<file path="src/rtl/lsu_mem_ctrl.sv">
// -----------------------------------------------------------------------------
// lsu_mem_ctrl
//   Load/store unit that sits between the core datapath and a word-wide data
//   memory. The memory uses a req/ack handshake with variable latency.
//   The unit:
//     - builds the byte enables and the lane-replicated store data,
//     - sign- or zero-extends the load data,
//     - stalls the core while an access is outstanding,
//     - aborts an access when the memory does not answer in time.
//
// Ports
//   clk, reset  : rising-edge clock; synchronous, active-high reset
//   mem_read    : core load request; held stable while stall=1
//   mem_write   : core store request; held stable while stall=1
//   funct3      : access size and sign
//                   000 B, 001 H, 010 W, 100 BU, 101 HU
//   addr        : byte address from the ALU
//   wr_data     : store data (rs2)
//   load_data   : extended load result, valid while done=1
//   stall       : core must hold PC/instruction
//   done        : one-cycle pulse when the access completes
//   access_err  : one-cycle pulse for a misaligned or illegal request
//                 (no memory access is made)
//   bus_err     : one-cycle pulse, together with done, on a timeout abort
//   m_req, m_we, m_addr, m_be, m_wdata
//               : memory request; all held stable until m_ack
//   m_rdata     : memory read word, sampled on m_ack
//   m_ack       : single-cycle memory completion; ignored outside BUSY
// -----------------------------------------------------------------------------
module lsu_mem_ctrl #(
  parameter int DATA_W     = 32,
  parameter int DM_ADDRESS = 9,
  parameter int TIMEOUT    = 15
) (
  input  logic                  clk,
  input  logic                  reset,
  input  logic                  mem_read,
  input  logic                  mem_write,
  input  logic [2:0]            funct3,
  input  logic [DATA_W-1:0]     addr,
  input  logic [DATA_W-1:0]     wr_data,
  output logic [DATA_W-1:0]     load_data,
  output logic                  stall,
  output logic                  done,
  output logic                  access_err,
  output logic                  bus_err,
  output logic                  m_req,
  output logic                  m_we,
  output logic [DM_ADDRESS-1:0] m_addr,
  output logic [3:0]            m_be,
  output logic [DATA_W-1:0]     m_wdata,
  input  logic [DATA_W-1:0]     m_rdata,
  input  logic                  m_ack
);

  localparam int CNT_W = (TIMEOUT > 1) ? $clog2(TIMEOUT + 1) : 1;
  localparam logic [CNT_W-1:0] CNT_ONE  = CNT_W'(1);
  localparam logic [CNT_W-1:0] CNT_LAST = CNT_W'(TIMEOUT - 1);

  typedef enum logic [1:0] {
    S_IDLE = 2'b00,
    S_BUSY = 2'b01,
    S_DONE = 2'b10
  } state_e;

  // Size/sign/alignment legality.
  // The unsigned variants (BU, HU) only exist for loads.
  function automatic logic is_legal(input logic [2:0] f3, input logic is_load,
                                    input logic [1:0] off);
    logic ok;
    ok = 1'b0;
    case (f3)
      3'b000:  ok = 1'b1;
      3'b001:  ok = (off[0] == 1'b0);
      3'b010:  ok = (off == 2'b00);
      3'b100:  ok = is_load;
      3'b101:  ok = is_load & (off[0] == 1'b0);
      default: ok = 1'b0;
    endcase
    return ok;
  endfunction

  // Byte enables. Only funct3[1:0] matters, so BU/HU share the B/H patterns.
  function automatic logic [3:0] calc_be(input logic [1:0] sz, input logic [1:0] off);
    logic [3:0] be;
    be = 4'b0000;
    case (sz)
      2'b00:   be = 4'b0001 << off;
      2'b01:   be = 4'b0011 << off;
      2'b10:   be = 4'b1111;
      default: be = 4'b0000;
    endcase
    return be;
  endfunction

  // Replicate the store data so that every lane carries the low bytes.
  // This way the memory only has to honour m_be.
  function automatic logic [DATA_W-1:0] calc_wdata(input logic [1:0] sz,
                                                   input logic [DATA_W-1:0] wd);
    logic [DATA_W-1:0] w;
    w = wd;
    case (sz)
      2'b00:   w = {4{wd[7:0]}};
      2'b01:   w = {2{wd[15:0]}};
      2'b10:   w = wd;
      default: w = wd;
    endcase
    return w;
  endfunction

  // Shift the addressed lane down to bit 0, then extend it according to funct3.
  function automatic logic [DATA_W-1:0] extend_load(input logic [2:0] f3,
                                                    input logic [1:0] off,
                                                    input logic [DATA_W-1:0] rdata);
    logic [DATA_W-1:0] lane;
    logic [DATA_W-1:0] res;
    lane = rdata >> {off, 3'b000};
    res  = {DATA_W{1'b0}};
    case (f3)
      3'b000:  res = {{(DATA_W-8){lane[7]}}, lane[7:0]};
      3'b001:  res = {{(DATA_W-16){lane[15]}}, lane[15:0]};
      3'b010:  res = rdata;
      3'b100:  res = {{(DATA_W-8){1'b0}}, lane[7:0]};
      3'b101:  res = {{(DATA_W-16){1'b0}}, lane[15:0]};
      default: res = {DATA_W{1'b0}};
    endcase
    return res;
  endfunction

  state_e                state_q, state_d;
  logic [CNT_W-1:0]      cnt_q, cnt_d;
  logic                  m_req_q, m_req_d;
  logic                  m_we_q, m_we_d;
  logic [DM_ADDRESS-1:0] m_addr_q, m_addr_d;
  logic [3:0]            m_be_q, m_be_d;
  logic [DATA_W-1:0]     m_wdata_q, m_wdata_d;
  logic [2:0]            f3_q, f3_d;
  logic [1:0]            off_q, off_d;
  logic [DATA_W-1:0]     load_data_q, load_data_d;
  logic                  done_q, done_d;
  logic                  access_err_q, access_err_d;
  logic                  bus_err_q, bus_err_d;

  logic acc_s;
  logic legal_s;
  logic unused_addr_hi_s;

  assign acc_s   = mem_read ^ mem_write;
  assign legal_s = is_legal(funct3, mem_read, addr[1:0]);

  // Address bits above the word address do not reach the memory.
  assign unused_addr_hi_s = ^addr[DATA_W-1:DM_ADDRESS+2];

  // Combinational stall: the core is held from the very cycle a legal request
  // appears, so it never advances past an access that has not finished.
  assign stall = ((state_q == S_IDLE) & acc_s & legal_s) | (state_q == S_BUSY);

  // Next-state and registered-output logic for the IDLE -> BUSY -> DONE sequence.
  always_comb begin
    state_d      = state_q;
    cnt_d        = cnt_q;
    m_req_d      = m_req_q;
    m_we_d       = m_we_q;
    m_addr_d     = m_addr_q;
    m_be_d       = m_be_q;
    m_wdata_d    = m_wdata_q;
    f3_d         = f3_q;
    off_d        = off_q;
    load_data_d  = load_data_q;
    done_d       = 1'b0;
    access_err_d = 1'b0;
    bus_err_d    = 1'b0;

    case (state_q)
      S_IDLE: begin
        if (acc_s && legal_s) begin
          state_d   = S_BUSY;
          cnt_d     = {CNT_W{1'b0}};
          m_req_d   = 1'b1;
          m_we_d    = mem_write;
          m_addr_d  = addr[DM_ADDRESS+1:2];
          m_be_d    = calc_be(funct3[1:0], addr[1:0]);
          m_wdata_d = calc_wdata(funct3[1:0], wr_data);
          f3_d      = funct3;
          off_d     = addr[1:0];
        end else if (mem_read || mem_write) begin
          // Illegal or ambiguous request: flag it and never touch the memory.
          access_err_d = 1'b1;
        end else begin
          state_d = S_IDLE;
        end
      end

      S_BUSY: begin
        if (m_ack) begin
          // An ack on the last allowed cycle still wins over the abort.
          m_req_d = 1'b0;
          done_d  = 1'b1;
          state_d = S_DONE;
          if (!m_we_q) begin
            load_data_d = extend_load(f3_q, off_q, m_rdata);
          end else begin
            load_data_d = load_data_q;
          end
        end else if (cnt_q == CNT_LAST) begin
          m_req_d     = 1'b0;
          load_data_d = {DATA_W{1'b0}};
          bus_err_d   = 1'b1;
          done_d      = 1'b1;
          state_d     = S_DONE;
        end else begin
          cnt_d = cnt_q + CNT_ONE;
        end
      end

      S_DONE: begin
        state_d = S_IDLE;
      end

      default: begin
        state_d = S_IDLE;
        m_req_d = 1'b0;
      end
    endcase
  end

  // State and output registers with synchronous reset.
  always_ff @(posedge clk) begin
    if (reset) begin
      state_q      <= S_IDLE;
      cnt_q        <= {CNT_W{1'b0}};
      m_req_q      <= 1'b0;
      m_we_q       <= 1'b0;
      m_addr_q     <= {DM_ADDRESS{1'b0}};
      m_be_q       <= 4'b0000;
      m_wdata_q    <= {DATA_W{1'b0}};
      f3_q         <= 3'b000;
      off_q        <= 2'b00;
      load_data_q  <= {DATA_W{1'b0}};
      done_q       <= 1'b0;
      access_err_q <= 1'b0;
      bus_err_q    <= 1'b0;
    end else begin
      state_q      <= state_d;
      cnt_q        <= cnt_d;
      m_req_q      <= m_req_d;
      m_we_q       <= m_we_d;
      m_addr_q     <= m_addr_d;
      m_be_q       <= m_be_d;
      m_wdata_q    <= m_wdata_d;
      f3_q         <= f3_d;
      off_q        <= off_d;
      load_data_q  <= load_data_d;
      done_q       <= done_d;
      access_err_q <= access_err_d;
      bus_err_q    <= bus_err_d;
    end
  end

  assign load_data  = load_data_q;
  assign done       = done_q;
  assign access_err = access_err_q;
  assign bus_err    = bus_err_q;
  assign m_req      = m_req_q;
  assign m_we       = m_we_q;
  assign m_addr     = m_addr_q;
  assign m_be       = m_be_q;
  assign m_wdata    = m_wdata_q;

endmodule

</file>
<file path="config.mk">
export PLATFORM = sky130hd
export DESIGN_NAME = lsu_mem_ctrl
export DESIGN_NICKNAME = d
export VERILOG_FILES = /design/src/rtl/lsu_mem_ctrl.sv
export SDC_FILE = /design/constraint.sdc
export NUM_CORES = 1
export LEC_CHECK = 0
export ABC_AREA = 1
export BUFFER_PORTS_ARGS = -buffer_cell sky130_fd_sc_hd__buf_2
export CAP_MARGIN = 30
export CORE_MARGIN = 5
export CORE_UTILIZATION = 45
export DETAILED_ROUTE_END_ITERATION = 16
export GPL_TIMING_DRIVEN = 1
export PLACE_DENSITY = 0.72
export SLEW_MARGIN = 20
export SYNTH_ARGS = -nofsm -noshare
export SYNTH_HDL_FRONTEND = slang
export SYNTH_SLANG_ARGS = --single-unit
</file>
<file path="constraint.sdc">
create_clock -name clk -period 2.07 [get_ports clk]
set_input_delay 0.207 -clock clk [delete_from_list [all_inputs] [get_ports clk]]
set_output_delay 0.207 -clock clk [all_outputs]
set_load 0.02 [all_outputs]
</file>
==> flow_summary.rst, run 1 <==
.. list-table::
   :header-rows: 1

   * - Metric
     - Value
   * - Post-placement cell area
     - 0.00558 sq mm
   * - Fin nets
     - 979
   * - Required time of the critical path
     - 1.86 ns
   * - Vias per std cell
     - 5.10
   * - Placeable core region
     - 0.0103 sq mm
   * - Post-synthesis compound-gate area fraction
     - 0.128
   * - Sinks on the clock net
     - 93
   * - Starting density of the core
     - 0.459
   * - Total CTS buffers
     - 9
   * - First-pass GRT wire length
     - 22.6 mm
   * - Growth of design area from synthesis to finish
     - 22.5%
   * - Mux contribution to synthesized area
     - 0
   * - IO buf count
     - 165
   * - Total negative setup slack
     - 0 ns
   * - Cell with the most instances after synthesis
     - sky130_fd_sc_hd__nand2_1
   * - Highest attainable clock frequency
     - 550 MHz
   * - GRT Overall Usage
     - 0.215
   * - Die extent in y
     - 112 um
   * - Number of distinct library cell variants in the gate-level netlist after synthesis
     - 32
   * - Number of enable flip-flop cells after synthesis
     - 0
   * - Count of cells resized by post-cts repair
     - 0
   * - Data arrival time of the critical path
     - 1.61 ns
   * - Outcome
     - completed
   * - Most instantiated cells after synthesis
     - sky130_fd_sc_hd__nand2_1, sky130_fd_sc_hd__dfxtp_1, sky130_fd_sc_hd__nand3_1
   * - Final design area excluding fillers
     - 0.00577 sq mm
   * - TritonCTS clock tree
     - yes
   * - Final worst hold slack
     - 0.0513 ns
   * - Share of post-route cells with drive strength above 1
     - 0.243
   * - Antenna fix cells
     - 0
   * - Cell chosen for the clock root
     - sky130_fd_sc_hd__clkbuf_8
   * - Power Dens Cells
     - 697 mW/mm^2
   * - Primary flip-flop cell chosen by synthesis mapping
     - sky130_fd_sc_hd__dfxtp_1
   * - Type of the worst setup path
     - register to primary output
   * - Post-synthesis area per instance
     - 6.47 sq um
   * - Final period util
     - 0.878
   * - Final count of negative-setup-slack endpoints
     - 0
   * - Overall die area
     - 0.0126 sq mm
   * - Reg clk slew, reported paths
     - 0.09 ns
   * - Gpl congestion
     - 0.837
   * - Number of design-rule violations left by the first detailed-router iteration
     - 361
   * - Post-route clock skew
     - 0.0128 ns
   * - Reg-to-reg setup timing slack
     - 0.34 ns
   * - CP max FO
     - 21
   * - Static leakage
     - 2.84 nW
   * - # Post-CTS Setup Buffers
     - 0
   * - Number of routed nets with antenna violations
     - 0
   * - Vias post-DR
     - 5160
   * - Drt total wl
     - 13.8 mm
   * - Library cell with the largest summed area after synthesis
     - sky130_fd_sc_hd__dfxtp_1
   * - Clock latency reported for the late side of the worst-skew pair
     - 0.36 ns
   * - H-tree depth
     - 3
   * - Number of buffers on the longest clock path
     - 2
   * - First-pass detailed-route iteration total
     - 5
   * - Main area contributors after synthesis
     - sky130_fd_sc_hd__dfxtp_1, sky130_fd_sc_hd__nand2_1, sky130_fd_sc_hd__nand3_1, sky130_fd_sc_hd__a21oi_1, sky130_fd_sc_hd__nor2_1
   * - Synthesized-area fraction occupied by xor and xnor cells
     - 0.00372
   * - Initial antenna violation count
     - 0
   * - Transition time at the pin with the least slew margin
     - 0.715 ns
   * - Syn Std Cell Area
     - 0.00471 sq mm
   * - Cts hold-fix bufs
     - 0
   * - Combinational family with the most area after synthesis
     - simple AND/OR/NAND/NOR gates
   * - Share of synthesized cell area in full adder, half adder and majority cells
     - 0.00796
   * - Fraction of the mapped netlist area in simple logic gates
     - 0.379
   * - Vias in the first global route
     - 4624
   * - #FFs+latches synth
     - 93
   * - Maxcap violations
     - 0
   * - Unrepaired setup endpoints after global routing
     - no
   * - Share of the synthesized area in the top cell type
     - 0.395
   * - Tmin final
     - 1.82 ns
   * - Fill cells
     - 1111
   * - Portion of the post-synthesis area used by sequential elements
     - 0.395
   * - Aggregate global routing overflow
     - 0
   * - Slew HR
     - 0.523
   * - I/O Pins
     - 187
   * - Pin count of the biggest net entering global routing
     - 66
   * - Number of hold violations in the final report
     - 0
   * - Warning count from the yosys run
     - 0
   * - Die span in x
     - 112 um
   * - Asr flop ratio synth
     - 0
   * - Post-route DRC
     - 0
   * - Number of nets in the synthesized netlist
     - 836
   * - Critical path launch point type
     - register
   * - Detailed Place HPWL
     - 10.2 mm
   * - Number of pins exceeding their max-slew limit in the final report
     - 0
   * - Cells after synthesis
     - 729
   * - Peak supply drop
     - 0.294 mV
   * - Nature of the critical path endpoint
     - primary output
   * - Cell Rows
     - 37
   * - WL per Instance
     - 13.7 um
   * - Kind of path behind the tightest hold check
     - input port to register
worst max-delay path, stage by stage, from the launching register on:
cell	delay (ns)
sky130_fd_sc_hd__dfxtp_1	0.33
sky130_fd_sc_hd__or2_2	0.31
sky130_fd_sc_hd__nor2_1	0.17
sky130_fd_sc_hd__nand2_4	0.19
sky130_fd_sc_hd__nand2_1	0.10
sky130_fd_sc_hd__buf_2	0.16
power breakdown:
part	internal [mW]	leakage, nW	switching (mW)	total [mW]
Combinational	0.307	2.00	0.572	0.879
Clock	0.587	0.0906	0.646	1.23
Sequential	1.87	0.755	0.0436	1.91
Total	2.76	2.84	1.26	4.02
final timing paths:
kind	startpoint	endpoint	cells after the start
setup / recovery	state_q[1]	stall	5
hold / removal	m_ack	bus_err	2
setup reg to reg	state_q[1]	m_be[2]	7
hold reg to reg	load_data[16]	load_data[16]	2
kinds of logic (layout without fill, tap and decap cells):
kind of cell    Yosys count  after routing
compound gates          114            114
simple gates            432            432
fa+ha+maj                 3              3
flops                    93             93
buf+inv                  85            232
xor+xnor                  2              2
area by class of cell:
cell class | count | area, sq um | area share
Clock buffer | 10 | 138 | 0.0238
Clock inverter | 5 | 61.3 | 0.0106
Inverter | 39 | 150 | 0.0260
Multi-Input combinational cell | 551 | 2440 | 0.423
Sequential cell | 93 | 1860 | 0.322
Tap cell | 136 | 170 | 0.0295
Timing Repair Buffer | 178 | 948 | 0.164
layout by cell type, fill, tap and decap left out, types with 3 or more instances in the layout:
| master | synthesis | routed |
|---|---|---|
| sky130_fd_sc_hd__nand2_1 | 293 | 293 |
| sky130_fd_sc_hd__nand2_2 | 3 | 3 |
| sky130_fd_sc_hd__ha_1 | 3 | 3 |
| sky130_fd_sc_hd__clkinvlp_4 | 0 | 3 |
| sky130_fd_sc_hd__inv_2 | 3 | 3 |
| sky130_fd_sc_hd__a21oi_1 | 68 | 68 |
| sky130_fd_sc_hd__o211ai_1 | 7 | 7 |
| sky130_fd_sc_hd__buf_4 | 6 | 11 |
| sky130_fd_sc_hd__dfxtp_1 | 93 | 93 |
| sky130_fd_sc_hd__nand3_1 | 71 | 71 |
| sky130_fd_sc_hd__o21ai_0 | 35 | 35 |
| sky130_fd_sc_hd__buf_2 | 19 | 165 |
| sky130_fd_sc_hd__clkbuf_8 | 0 | 10 |
| sky130_fd_sc_hd__inv_1 | 34 | 34 |
| sky130_fd_sc_hd__nor2_2 | 3 | 3 |
| sky130_fd_sc_hd__nor2_1 | 50 | 50 |
flip-flops by register name (all words and copies together), names as in the netlist:
| register | count |
|---|---|
| m_we | 1 |
| off_q | 2 |
| state_q | 2 |
| cnt_q | 4 |
| load_data | 32 |
| bus_err | 1 |
| m_be | 4 |
| f3_q | 3 |
| m_wdata | 32 |
| access_err | 1 |
| m_addr | 9 |
| m_req | 1 |
| done | 1 |
routing by layer:
layer,vias up,part of all wire,track usage
met4,0,0.019,0.0625
li1,2613,-,-
met2,192,0.48,0.363
met5,-,0,0
met1,2328,0.41,0.262
met3,27,0.090,0.0701
stage by stage:
step | worst slack, ns | total power, mW | std cells | utilization
floorplan | 0.622 | 2.55 | 729 | -
global placement | 0.269 | 2.83 | 997 | 0.542
detailed placement | 0.232 | 2.84 | 997 | 0.542
CTS | 0.220 | 4.06 | 1012 | 0.562
global route | 0.129 | 4.26 | 1012 | 0.562
finish | 0.253 | 4.02 | 1012 | 0.562
Note: power is estimated with default switching activity, not from simulation.
==> run 2: changes to the inputs <==
Settings changed: ABC_AREA 1 to 0.
==> flow_summary.rst, run 2 <==
.. list-table::
   :header-rows: 1

   * - Metric
     - Value
   * - Syn Std Cell Area
     - 0.00466 sq mm (-1.1%)
   * - Reg2reg start
     - off_q[1]
   * - Combined area of the multi-input logic cells
     - 0.00252 sq mm (+3.3%)
   * - Final count of negative-setup-slack endpoints
     - 0 (unchanged)
   * - Antenna fix cells
     - 0 (unchanged)
   * - Highest attainable clock frequency
     - 515 MHz (-6.4%)
   * - Total negative setup slack
     - 0 ns (unchanged)
   * - First-pass detailed-route iteration total
     - 5 (unchanged)
   * - Initial antenna violation count
     - 1 (+1)
   * - Reg-to-reg setup timing slack
     - 0.13 ns (-0.21 ns)
   * - Required time of the critical path
     - 2.33 ns (+0.47 ns)
   * - Cell breakdown of the critical path
     - buf_6 > mux4_2 > nor2_2 > nor4_4 > buf_4 > a221o_1
   * - Type of the worst setup path
     - register to register
   * - Growth of design area from synthesis to finish
     - 25.7%
   * - Main area contributors after synthesis
     - sky130_fd_sc_hd__dfxtp_1, sky130_fd_sc_hd__a221o_1, sky130_fd_sc_hd__a21oi_1, sky130_fd_sc_hd__mux2_2, sky130_fd_sc_hd__o31ai_1
   * - Fin nets
     - 761 (-22%)
   * - GRT Overall Usage
     - 0.224 (+0.00912)
   * - Most common cell after layout, fill and taps aside
     - sky130_fd_sc_hd__buf_2
   * - CP max FO
     - 13 (-38%)
   * - Dpl ws
     - 0.0716 ns (-0.161 ns)
   * - Master of the slowest instance on the critical path
     - sky130_fd_sc_hd__mux4_2
   * - Number of hold violations in the final report
     - 0 (unchanged)
   * - Data arrival time of the critical path
     - 2.20 ns (+0.59 ns)
   * - Highest metal layer used by the detailed router
     - met4
   * - Die span in x
     - 112 um (-0.51%)
   * - Static leakage
     - 2.59 nW (-8.7%)
   * - Number of nets in the synthesized netlist
     - 606 (-28%)
   * - Cells after synthesis
     - 499 (-32%)
   * - Worst reg2reg endpoint
     - load_data[21]
   * - Warning count from the yosys run
     - 0 (unchanged)
   * - I/O Pins
     - 187 (unchanged)
   * - Critical path launch point type
     - register
   * - Cell chosen for the clock root
     - sky130_fd_sc_hd__clkbuf_8
   * - Library cell with the largest summed area after synthesis
     - sky130_fd_sc_hd__dfxtp_1
   * - Number of distinct library cell variants in the gate-level netlist after synthesis
     - 63 (+97%)
   * - Util after Layout
     - 0.573 (+0.0107)
   * - Number of buffers on the longest clock path
     - 2 (unchanged)
   * - Storage cell area
     - 0.00186 sq mm (unchanged)
   * - First-pass GRT wire length
     - 23.4 mm (+3.7%)
   * - First element of the critical path
     - off_q[1]
   * - Wire length on met2
     - 6.78 mm (+1.8%)
   * - Post-synthesis area per instance
     - 9.34 sq um (+44%)
   * - Tmin final
     - 1.94 ns (+0.124 ns)
   * - Transition time at the pin with the least slew margin
     - 0.827 ns (+0.112 ns)
   * - Maxcap violations
     - 0 (unchanged)
   * - Number of enable flip-flop cells after synthesis
     - 0 (unchanged)
   * - Depth of the most critical reg-to-reg path
     - 6 (-1)
   * - Overall die area
     - 0.0125 sq mm (-1.0%)
   * - Cell Rows
     - 37 (unchanged)
   * - Vias post-DR
     - 4694 (-9.0%)
   * - Kind of path behind the tightest hold check
     - input port to register
   * - Number of logic stages on the critical path including buffering
     - 6 (+1)
   * - Placeable core region
     - 0.0102 sq mm (-0.45%)
   * - Most used cells in the layout excluding fill and tap cells
     - sky130_fd_sc_hd__buf_2, sky130_fd_sc_hd__dfxtp_1, sky130_fd_sc_hd__a21oi_1
   * - Delay of the slowest cell on the worst path
     - 0.57 ns (+0.24 ns)
   * - Post-placement cell area
     - 0.00563 sq mm (+0.92%)
   * - Primary flip-flop cell chosen by synthesis mapping
     - sky130_fd_sc_hd__dfxtp_1
   * - Largest delay share family, worst path
     - multiplexers
   * - Power, Total
     - 4.02 mW (about the same)
   * - H-tree depth
     - 3 (unchanged)
   * - Share of the synthesized area in the top cell type
     - 0.399 (+0.00445)
   * - Post-route DRC
     - 0 (unchanged)
   * - Nature of the critical path endpoint
     - register
   * - Portion of the post-synthesis area used by sequential elements
     - 0.399 (+0.00445)
   * - Share of post-route cells with drive strength above 1
     - 0.381 (+0.138)
   * - Total CTS buffers
     - 9 (unchanged)
   * - Number of pins exceeding their max-slew limit in the final report
     - 0 (unchanged)
   * - Starting density of the core
     - 0.456 (-0.00306)
   * - Vias in the first global route
     - 4610 (-0.30%)
   * - Reg clk slew, reported paths
     - 0.10 ns (about the same)
   * - Vias per std cell
     - 5.90 (+16%)
   * - Die extent in y
     - 112 um (-0.51%)
   * - Number of routed nets with antenna violations
     - 0 (unchanged)
   * - Outcome
     - completed
   * - Detailed Place HPWL
     - 10.5 mm (+3.8%)
   * - Destination of the critical timing path
     - load_data[21]
   * - WL per Instance
     - 18.3 um (+33%)
   * - Asr flop ratio synth
     - 0 (unchanged)
   * - Most instantiated cells after synthesis
     - sky130_fd_sc_hd__dfxtp_1, sky130_fd_sc_hd__a21oi_1, sky130_fd_sc_hd__nand2_1
   * - Pin count of the biggest net entering global routing
     - 33 (-50%)
   * - Buffering stage count on the worst path with inverters included
     - 2 (+1)
   * - Cell with the most instances after synthesis
     - sky130_fd_sc_hd__dfxtp_1
   * - Aggregate global routing overflow
     - 0 (unchanged)
   * - Post-route clock skew
     - 0.0134 ns (+0.000575 ns)
   * - Clock latency reported for the late side of the worst-skew pair
     - 0.37 ns (about the same)
   * - Power Dens Cells
     - 687 mW/mm^2 (-1.5%)
   * - Cts hold-fix bufs
     - 0 (unchanged)
   * - Final period util
     - 0.938 (+0.0599)
   * - DRT met1 WL
     - 6.53 mm (+15%)
   * - IO buf count
     - 165 (unchanged)
   * - #FFs+latches synth
     - 93 (unchanged)
   * - Sinks on the clock net
     - 93 (unchanged)
   * - Drt total wl
     - 14.5 mm (+4.8%)
   * - Number of design-rule violations left by the first detailed-router iteration
     - 416 (+15%)
   * - Gpl congestion
     - 0.911 (+8.8%)
   * - Final Worst Setup Slack
     - 0.129 ns (-0.124 ns)
   * - Final design area excluding fillers
     - 0.00586 sq mm (+1.5%)
   * - Fill cells
     - 940 (-15%)
   * - Peak supply drop
     - 0.347 mV (+18%)
   * - Slew HR
     - 0.441 (-0.0816)
   * - TritonCTS clock tree
     - yes
   * - Amount of wire on met3 after detailed routing
     - 980 um (-21%)
   * - Unrepaired setup endpoints after global routing
     - no
-- run 2: cell count changes in the layout (fill, tap and decap cells not counted), moves of 20 or more --
cell | previous run | this run
sky130_fd_sc_hd__inv_1 | 34 | 8
sky130_fd_sc_hd__o31ai_1 | 0 | 23
sky130_fd_sc_hd__o21ai_0 | 35 | 12
sky130_fd_sc_hd__a221o_1 | 0 | 24
sky130_fd_sc_hd__nand3_1 | 71 | 7
sky130_fd_sc_hd__buf_4 | 11 | 31
sky130_fd_sc_hd__nor2_1 | 50 | 16
sky130_fd_sc_hd__nand4_1 | 0 | 24
sky130_fd_sc_hd__nand2_1 | 293 | 33
sky130_fd_sc_hd__a21oi_1 | 68 | 42
-- run 2: where the power goes --
part / internal, mW / total [mW] / switching, mW
combinational: 0.326 / 0.863 / 0.537
sequential: 1.87 / 1.92 / 0.0489
clock: 0.565 / 1.24 / 0.672
-- run 2: how the worst min path moves through the flow --
stage,startpoint,to,slack [ns],cells after the start
after floorplan,m_rdata[22],load_data[22],0.34,1
after CTS,m_rdata[24],load_data[24],0.06,2
after global placement,load_data[12],load_data[12],0.44,1
after detailed placement,m_rdata[24],load_data[24],0.45,2
after global routing,m_rdata[2],load_data[2],0.06,2
final,m_rdata[24],load_data[24],0.07,2
-- run 2: stage by stage --
step                std cells  hold slack, ns
finish                    795          0.0695
global route              795          0.0632
CTS                       792          0.0600
detailed placement        776           0.450
global placement          776           0.445
floorplan                 499           0.345
-- run 2: what timing repair did --
item / 4_1_cts / 5_1_grt
gates cloned: 0 / 0
setup endpoints to repair: 1 / 17
resized for setup: 1 / 1
pin swaps: 0 / 2
buffers inserted: 0 / 3
-- run 2: layer usage --
layer / GRT usage / vias to the layer above
met1: 0.302 / 2246
met4: 0.0665 / 0
met3: 0.0543 / 19
li1: - / 2236
met5: 0 / -
met2: 0.357 / 193
-- run 2: kinds of logic after synthesis --
group | Yosys count | synth area share
AOI/OAI and AO/OA | 177 | 0.272
adders and majority gates | 3 | 0.00805
buffers and inverters | 62 | 0.0652
DFF | 93 | 0.399
muxes | 40 | 0.0977
and+or+nand+nor | 124 | 0.158
-- run 2: layout make-up --
type	instances	area share
inverters	9	0.00577
repair buffers	197	0.183
well taps	136	0.0290
flip-flops and latches	93	0.318
clock buffers	9	0.0211
multi-input cells	344	0.431
clock inverters	7	0.0126
==> run 3: changes to the inputs <==
Settings changed: CORE_UTILIZATION 45 to 49, PLACE_DENSITY 0.72 to 0.78, RECOVER_POWER set to 25.
==> flow_summary.rst, run 3 (synthesized netlist as in run 2, its figures left out) <==
.. list-table::
   :header-rows: 1

   * - Metric
     - Value
   * - Gpl congestion
     - 0.876 (-3.8%)
   * - Depth of the most critical reg-to-reg path
     - 5 (-1)
   * - Tmin final
     - 1.84 ns (-0.102 ns)
   * - Cell chosen for the clock root
     - sky130_fd_sc_hd__clkbuf_8
   * - First-pass detailed-route iteration total
     - 7 (+2)
   * - Vias in the first global route
     - 4468 (-3.1%)
   * - Growth of design area from synthesis to finish
     - 24.5%
   * - Destination of the worst hold path
     - load_data[28]
   * - Drt total wl
     - 13.7 mm (-5.5%)
   * - Transition time at the pin with the least slew margin
     - 0.539 ns (-0.288 ns)
   * - Final count of negative-setup-slack endpoints
     - 0 (unchanged)
   * - Kind of path behind the tightest hold check
     - input port to register
   * - Data arrival time of the critical path
     - 2.08 ns (-0.12 ns)
   * - Vias per std cell
     - 5.88 (-0.39%)
   * - I/O Pins
     - 187 (unchanged)
   * - H-tree depth
     - 3 (unchanged)
   * - IO buf count
     - 165 (unchanged)
   * - Clock latency reported for the late side of the worst-skew pair
     - 0.36 ns (about the same)
   * - Reg-to-reg setup timing slack
     - 0.23 ns (+0.10 ns)
   * - Number of hold violations in the final report
     - 0 (unchanged)
   * - Aggregate global routing overflow
     - 0 (unchanged)
   * - Share of post-route cells with drive strength above 1
     - 0.310 (-0.0705)
   * - Maxcap violations
     - 0 (unchanged)
   * - Vias post-DR
     - 4611 (-1.8%)
   * - Required time of the critical path
     - 2.31 ns (-0.02 ns)
   * - CP max FO
     - 12 (-1)
   * - WL per Instance
     - 17.5 um (-4.2%)
   * - Die span in x
     - 108 um (-3.8%)
   * - First-pass GRT wire length
     - 22.0 mm (-6.0%)
   * - Starting density of the core
     - 0.504 (+0.0489)
   * - TritonCTS clock tree
     - yes
   * - Pin count of the biggest net entering global routing
     - 34 (+3.0%)
   * - Sinks on the clock net
     - 93 (unchanged)
   * - Total negative setup slack
     - 0 ns (unchanged)
   * - Peak supply drop
     - 0.401 mV (+16%)
   * - Critical path launch point type
     - register
   * - Cts hold-fix bufs
     - 0 (unchanged)
   * - Static leakage
     - 2.41 nW (-7.3%)
   * - Total CTS buffers
     - 9 (unchanged)
   * - Final period util
     - 0.889 (-0.0491)
   * - Reg2reg start
     - off_q[1]
   * - Type of the worst setup path
     - register to register
   * - Power, Total
     - 4.11 mW (+2.1%)
   * - Power Dens Cells
     - 708 mW/mm^2 (+3.1%)
   * - Unrepaired setup endpoints after global routing
     - no
   * - GRT Overall Usage
     - 0.232 (+0.00768)
   * - Nature of the critical path endpoint
     - register
   * - Number of pins exceeding their max-slew limit in the final report
     - 0 (unchanged)
   * - Outcome
     - completed
   * - Post-route clock skew
     - 0.0138 ns (+0.000427 ns)
   * - Number of buffers on the longest clock path
     - 2 (unchanged)
   * - Launch point of the worst hold path
     - m_rdata[28]
   * - Number of design-rule violations left by the first detailed-router iteration
     - 452 (+8.7%)
   * - Highest attainable clock frequency
     - 544 MHz (+5.5%)
   * - Detailed Place HPWL
     - 10.1 mm (-4.3%)
   * - Most used cells in the layout excluding fill and tap cells
     - sky130_fd_sc_hd__buf_2, sky130_fd_sc_hd__dfxtp_1, sky130_fd_sc_hd__clkbuf_1
   * - Die extent in y
     - 108 um (-3.8%)
   * - Number of routed nets with antenna violations
     - 0 (unchanged)
   * - Initial antenna violation count
     - 2 (+1)
   * - Slew HR
     - 0.640 (+0.199)
   * - Post-route DRC
     - 0 (unchanged)
   * - Fin nets
     - 757 (-0.53%)
   * - Worst reg2reg endpoint
     - load_data[11]
   * - Cell Rows
     - 35 (-5.4%)
   * - Hold-critical path depth
     - 2 (unchanged)
   * - Reg clk slew, reported paths
     - 0.10 ns (about the same)
   * - Placeable core region
     - 0.00924 sq mm (-9.7%)
   * - Most common cell after layout, fill and taps aside
     - sky130_fd_sc_hd__buf_2
   * - Overall die area
     - 0.0116 sq mm (-7.5%)
-- run 3: changes by cell type in the layout (fill, tap and decap cells not counted), moves of 2 or more --
cell / delta
sky130_fd_sc_hd__buf_4: -6
sky130_fd_sc_hd__inv_6: -2
sky130_fd_sc_hd__buf_2: -43
sky130_fd_sc_hd__buf_12: +2
sky130_fd_sc_hd__clkbuf_1: +43
sky130_fd_sc_hd__clkinv_2: -2
-- run 3: critical path: stages, from the launching register on --
cell and delay (ns):
sky130_fd_sc_hd__dfxtp_1 0.49, sky130_fd_sc_hd__buf_12 0.19, sky130_fd_sc_hd__mux2_2 0.35, sky130_fd_sc_hd__a222oi_1 0.30
sky130_fd_sc_hd__nor2_1 0.11, sky130_fd_sc_hd__a211o_1 0.30
-- run 3: worst max path at each step --
stage | slack, ns | startpoint | endpoint | cells past startpoint
4_1_cts | 0.08 | state_q[0] | stall | 6
3_5_place_dp | 0.13 | off_q[1] | load_data[23] | 5
6_report | 0.23 | off_q[1] | load_data[11] | 5
3_3_place_gp | 0.03 | cnt_q[0] | load_data[7] | 6
2_1_floorplan | 0.46 | off_q[1] | load_data[22] | 5
5_1_grt | 0.16 | state_q[0] | stall | 6
-- run 3: power breakdown --
group	total [mW]	leakage [nW]	internal, mW	switching, mW
Combinational	0.828	1.54	0.312	0.516
Sequential	1.93	0.755	1.87	0.0569
Clock	1.35	0.109	0.711	0.638
Total	4.11	2.41	2.90	1.21
-- run 3: routing by layer --
| layer | vias up | track usage | wire [um] |
|---|---|---|---|
| li1 | 2225 | - | - |
| met1 | 2125 | 0.318 | 5930 |
| met2 | 232 | 0.361 | 6260 |
| met3 | 27 | 0.0600 | 1250 |
| met4 | 2 | 0.0631 | 257 |
| met5 | - | 0 | 13 |
-- run 3: final cells by class --
cell class / count / area (sq um)
flip-flops and latches: 93 / 1860
multi-input cells: 344 / 2500
fillers: 806 / 3440
well taps: 129 / 161
inverters: 9 / 33.8
clock buffers: 10 / 138
diodes: 1 / 2.50
clock inverters: 5 / 85.1
repair buffers: 193 / 1010
-- run 3: repair_timing --
| item | 4_1_cts | 5_1_grt |
|---|---|---|
| buffers inserted | 0 | 3 |
| setup endpoints to repair | 1 | 17 |
| pin swaps | 0 | 1 |
| resized for setup | 1 | 0 |
-- run 3: metrics by stage --
stage	utilization	setup slack (ns)	area [sq um]	std cells	hold WS [ns]
after floorplan	-	0.457	4660	499	0.345
after global placement	0.603	0.0261	5570	764	0.446
after detailed placement	0.605	0.128	5590	765	0.448
after CTS	0.630	0.0810	5820	780	0.0699
after global routing	0.628	0.159	5800	784	0.0748
final	0.628	0.230	5800	784	0.0806
